<file path="src/rtl/shifter_pkg.sv">
// Shared types and constants for the 8-bit logical left barrel shifter.
package shifter_pkg;
  localparam int WIDTH      = 8;
  localparam int SHAMT_BITS = 3;

  typedef logic [7:0] byte_t;
endpackage

</file>
<file path="src/rtl/shift_stage.sv">
// One mux level of the log shifter: pass through or shift left by a fixed amount.
module shift_stage
  import shifter_pkg::*;
#(
  parameter int AMT = 1
) (
  input  byte_t in,
  input  logic  sel,
  output byte_t out
);

  assign out = sel ? byte_t'(in << AMT) : in;

endmodule

</file>
<file path="src/rtl/q10_shifter.sv">
// 8-bit logical left barrel shifter: three fixed-shift mux stages, zero forcing
// for counts of 8 or more, and a single output register.
module q10_shifter
  import shifter_pkg::*;
(
  input  logic  clk,
  input  logic  rst,
  input  byte_t d,
  input  byte_t n,
  output byte_t w
);

  byte_t w_s0;
  byte_t w_s1;
  byte_t w_s2;
  byte_t w_core;
  logic  w_sat;
  byte_t r_w;

  shift_stage #(.AMT(1)) u_stage0 (.in(d),    .sel(n[0]), .out(w_s0));
  shift_stage #(.AMT(2)) u_stage1 (.in(w_s0), .sel(n[1]), .out(w_s1));
  shift_stage #(.AMT(4)) u_stage2 (.in(w_s1), .sel(n[2]), .out(w_s2));

  // Any count bit above the 3-bit shift amount pushes every data bit out.
  assign w_sat  = |n[WIDTH-1:SHAMT_BITS];
  assign w_core = w_sat ? '0 : w_s2;

  // Output register stage
  always_ff @(posedge clk or posedge rst) begin
    if (rst) begin
      r_w <= '0;
    end else begin
      r_w <= w_core;
    end
  end

  assign w = r_w;

endmodule

</file>
<file path="config.mk">
export PLATFORM = sky130hd
export DESIGN_NAME = q10_shifter
export DESIGN_NICKNAME = d
export VERILOG_FILES = /design/src/rtl/shifter_pkg.sv /design/src/rtl/shift_stage.sv /design/src/rtl/q10_shifter.sv
export SDC_FILE = /design/constraint.sdc
export NUM_CORES = 1
export LEC_CHECK = 0
export ABC_AREA = 1
export BUFFER_PORTS_ARGS = -buffer_cell sky130_fd_sc_hd__buf_4
export CAP_MARGIN = 10
export CORE_AREA = 4 4 42 44
export CTS_CLUSTER_DIAMETER = 200
export DETAILED_ROUTE_END_ITERATION = 12
export DIE_AREA = 0 0 46 48
export PLACE_DENSITY = 0.72
export SYNTH_ARGS = -nofsm -noshare
export SYNTH_HDL_FRONTEND = slang
export SYNTH_SLANG_ARGS = --single-unit
</file>
<file path="constraint.sdc">
create_clock -name clk -period 0.8 [get_ports clk]
set_clock_uncertainty 0.05 [all_clocks]
set_input_delay 0.12 -clock clk [delete_from_list [all_inputs] [get_ports clk]]
set_output_delay 0.12 -clock clk [all_outputs]
set_load 0.01 [all_outputs]
</file>
Yosys cells after proc, flatten, opt, wreduce, memory -nomap -nowiden
Cells that the tools add are included.

Bits of input ports: 18. Register bits after elaboration: 8. Output and inout port bits: 8. Logic and storage cells: 6.

Multiplexer cells: 4. Reductions and logical operators: 1.

Operator list (count): $mux 8 (4); $reduce_or 5->1 (1).

Logic depth before layout (Yosys ltp)
Word-level depth: 4. Mapped depth: 7. Gate-level depth less buffers: 6.

Hierarchy
A second synthesis with hierarchy kept.

Cells, all modules: 100. Area total of the unflattened synthesis: 576.8 µm².

Modules (own cells, without submodules): q10_shifter (seq. area each 200.2 µm², cells an instance 29, area each 287.8 µm², times used 1); shift_stage at u_stage0 (seq. area each 0.0 µm², cells an instance 25, area each 101.3 µm², times used 1); shift_stage at u_stage1 (seq. area each 0.0 µm², cells an instance 24, area each 97.6 µm², times used 1); shift_stage at u_stage2 (seq. area each 0.0 µm², cells an instance 22, area each 90.1 µm², times used 1).

Worst setup path after synthesis
OpenSTA, ideal clock, no wires.

Path kind: in2reg. From: input port n[0]. To: register r_w[7] (netlist: w[7]). Library setup time: 116 ps. Buffers on the path: 1. Required time: 634 ps. Arrival time: 582 ps. Slack: 52 ps. Stages: 7. Cell sequence: buf_6 -> inv_6 -> nand2_2 -> nand3_1 -> nand2_1 -> nand2_1 -> nand2_1.

Longest elaborated chain between the ends: 4.

Ends and longest elaborated chain: from (decl) (line q10_shifter.sv:9) `input byte_t n,`; $mux 8 (3 in series) (line shift_stage.sv:12) `assign out = sel ? byte_t'(in << AMT) : in;`; $mux 8 (line q10_shifter.sv:26) `assign w_core = w_sat ? '0 : w_s2;`; named net w_core[7] (line q10_shifter.sv:16) `byte_t w_core;`; to (signal assigned) (line q10_shifter.sv:33) `r_w <= w_core;`; to (decl) (line q10_shifter.sv:18) `byte_t r_w;`.

The timed path passes the listed nets, and every way through them passes these cells.

Final worst setup path
From: register r_w[1] (netlist: w[1]). To: output port w[1].

RTL lines: to (decl) (line q10_shifter.sv:10) `output byte_t w`.

No word-level cell between the ends.

==> results summary <==
The run finished, with violations left. The checks that failed: negative setup slack. The global-route congestion overflow total came out at 0.

The width of the die came out at 46 µm. The overall via count from detail_route is about 580. The flip-flop count of the largest register, all copies and words added is 8.

The count of buffers added by post-CTS timing repair for setup is 0. Setup violations remaining at the end of the flow were counted as 8. CTS built an H-tree with a depth of 1. The post-route antenna net violation count is 0.

The via density per instance is 4.66. STA puts the critical path data required time at between 0.6 and 0.7 ns. The height of the die is 48 µm.

The biggest fanout along the worst timing path is 1. At the end of routability-driven placement, the weighted congestion stood at 0.795. The final non-filler cell total came out at 125. The via count of the first global-routing pass was 499. The delay of the slowest critical-path stage came out at 0.37 ns.

The synthesized net count is between 90 and 100. The instance count of the mapped netlist came out at 80. The final-layout fill cell count came out at 134. The average instance in the mapped netlist occupies 7.27 µm². The number of nets in the final layout is 129. The half-perimeter wire length after detailed placement is 1120 µm.

The mux share of post-synthesis cell area is 0. For this block, the initial DRC count from the detailed router was 11. Grouping stages by cell kind, the critical path spends the most delay in flip-flops.

The routed wire length is 1290 µm. The launch point of the worst path is w[1]$_DFF_PP0_. Based on the critical path, the design can be clocked at up to between 1000 and 1500 MHz.

The sum of negative setup slack is -0.772 ns. The simple logic cell fraction of the synthesized area came out at 0.514. The maximum number of pins on one net before global-route repair came out at 10. The initial utilization of the core area, before any placement, comes to 0.405. The remaining routing DRC violations came out at 0.

IR analysis of the VDD net gives a maximum drop of 0.443 mV. The count of port buffers added during placement came out at 25. The count of unique library cells instantiated by Yosys is 19.

The final core utilization is 0.591. The total power of the final layout is slightly above 0.9 mW. Of the total synthesized cell area, the portion taken by XOR and XNOR cells is 0. The worst path buffer plus inverter count is 1. The sequential area share after synthesis came out at 0.344. The launching element type of the critical path is a register. The setup slack at placement came out at -0.134 ns. Once routing completed, OpenROAD measured the worst setup slack at -0.102 ns. The synthesized area came out at 582 µm².

TritonCTS built the clock tree. The layout overhead on the synthesized area is 45.8%. The startpoint-to-endpoint class of the critical path is reg2out.

The origin of the worst min-delay path is n[2]. At the pin with the least slew margin, the transition time is ~0.28 ns. The number of primary I/O pins is 26. The final clock period utilization by the worst path came out at 1.13.

The total clock buffers created by CTS came out at 3. The min-delay analysis places its worst path in the category in2reg. The number of antenna violations at the first check in global routing came out at 0.

The number of hold violations in the final report is 0. The cell count after placement came out at 121. After synthesis, the largest family of logic cells by area is simple AND/OR/NAND/NOR gates. The synthesized-area fraction occupied by ao, oa, aoi and oai cells came out at 0.0172.

The average wire length per cell after detail routing came out at 10.3 µm. The first global-routing pass estimated 1900 µm of wire. The number of violations of the max-capacitance limit is 0. The count of synthesis-stage warnings from yosys came out at 0. The total inserted antenna cells is 0. In the global route stage, overall resource usage came out at 0.117.

The leakage power summed over all cells is approximately 0.48 nW. The max-slew violation count was 0. Clock-pin slew was measured on the worst setup and hold paths at 0.05 ns. Data on the critical path arrives at its endpoint at 0.73 ns. The area inside the core boundary is 1440 µm². The worst setup path is captured at a primary output. Setup repair after global routing could not meet its margin everywhere. The die footprint is between 2000 and 2500 µm².

The adder and majority gate portion of the synthesized area came out at 0. The signal on the critical path passes through buf_6. In this run, synthesis produced a sequential element count of 8. The number of rows created at floorplan came out at 14. The fraction of layout instances using a drive strength above 1 is 0.431. The number of iterations in the first detailed-routing pass came out at 4. The worst slew margin relative to its limit is 0.813. The power density relative to cell area is 1100 nW/µm². Counting along the longest clock path gives a buffer depth of 2. The slowest cell on the critical path is sky130_fd_sc_hd__dfrtp_1.

The tree is rooted in a sky130_fd_sc_hd__clkbuf_4. The number of clock sinks came out at 8. The final critical delay including setup and external delays is 0.902 ns.
[synthesized netlist by cell type (all sizes together)]
master	n	share of area
nor2	5	0.067
nand2	33	0.24
nor3	2	0.034
nor3b	1	0.022
nand4	1	0.011
inv	13	0.092
nand3	13	0.14
buf	2	0.032
a21oi	2	0.017
dfrtp	8	0.34
[cell usage in the layout, fill, tap and decap left out]
cell and count:
sky130_fd_sc_hd__a21oi_1 2, sky130_fd_sc_hd__buf_4 19, sky130_fd_sc_hd__buf_6 8, sky130_fd_sc_hd__clkbuf_4 3, sky130_fd_sc_hd__dfrtp_1 8, sky130_fd_sc_hd__dlygate4sd3_1 1, sky130_fd_sc_hd__inv_1 9, sky130_fd_sc_hd__inv_2 3
sky130_fd_sc_hd__inv_6 1, sky130_fd_sc_hd__nand2_1 29, sky130_fd_sc_hd__nand2_2 3, sky130_fd_sc_hd__nand2_4 1, sky130_fd_sc_hd__nand3_1 11, sky130_fd_sc_hd__nand3_2 1, sky130_fd_sc_hd__nand3_4 1, sky130_fd_sc_hd__nand4_1 1
sky130_fd_sc_hd__nor2_1 1, sky130_fd_sc_hd__nor2_2 2, sky130_fd_sc_hd__nor2_4 2, sky130_fd_sc_hd__nor3_2 2, sky130_fd_sc_hd__nor3b_2 1
[report_power, final]
part | switching, mW | total [mW] | internal, mW
sequential | 0.00121 | 0.410 | 0.408
clock | 0.117 | 0.287 | 0.170
combinational | 0.126 | 0.238 | 0.112
total | 0.244 | 0.934 | 0.690
[layer usage]
layer	vias up	GRT usage	share of wire
met1	260	0.141	0.40
met4	0	0.0341	0
met3	0	0.0113	0.065
met2	17	0.217	0.53
met5	-	0	0
li1	306	-	-
[layout make-up]
cell class,instances,area (µm²),area share
clock buffer,3,22.5,0.0265
inverter,13,53.8,0.0634
multi-input combinational,57,309,0.364
sequential,8,200,0.236
tap,16,20.0,0.0236
timing repair buffer,28,243,0.286
[cells by family after synthesis]
family | Yosys count
compound gates | 2
buf+inv | 15
flops | 8
simple gates | 55
[what timing repair did]
| item | CTS | global route |
|---|---|---|
| hold buffers | 1 | 0 |
| gates resized for setup | 8 | 0 |
| setup endpoints to repair | 8 | 8 |
| endpoints found under the hold margin | 8 | 0 |
[worst paths after layout]
kind	slack (ns)	endpoint	cells past startpoint
max in group asynchronous	0.15	w[6]$_DFF_PP0_	3
min in group asynchronous	0.33	w[1]$_DFF_PP0_	3
hold / removal	0.12	w[0]$_DFF_PP0_	3
setup / recovery	-0.10	w[1]	1
[stage by stage]
| stage | cell area (µm²) | hold WS [ns] |
|---|---|---|
| floorplan | 582 | -0.114 |
| global placement | 786 | 0.0202 |
| detailed placement | 786 | 0.0352 |
| CTS | 848 | 0.113 |
| global route | 848 | 0.117 |
| finish | 848 | 0.116 |
(Power assumes the default switching activity.)
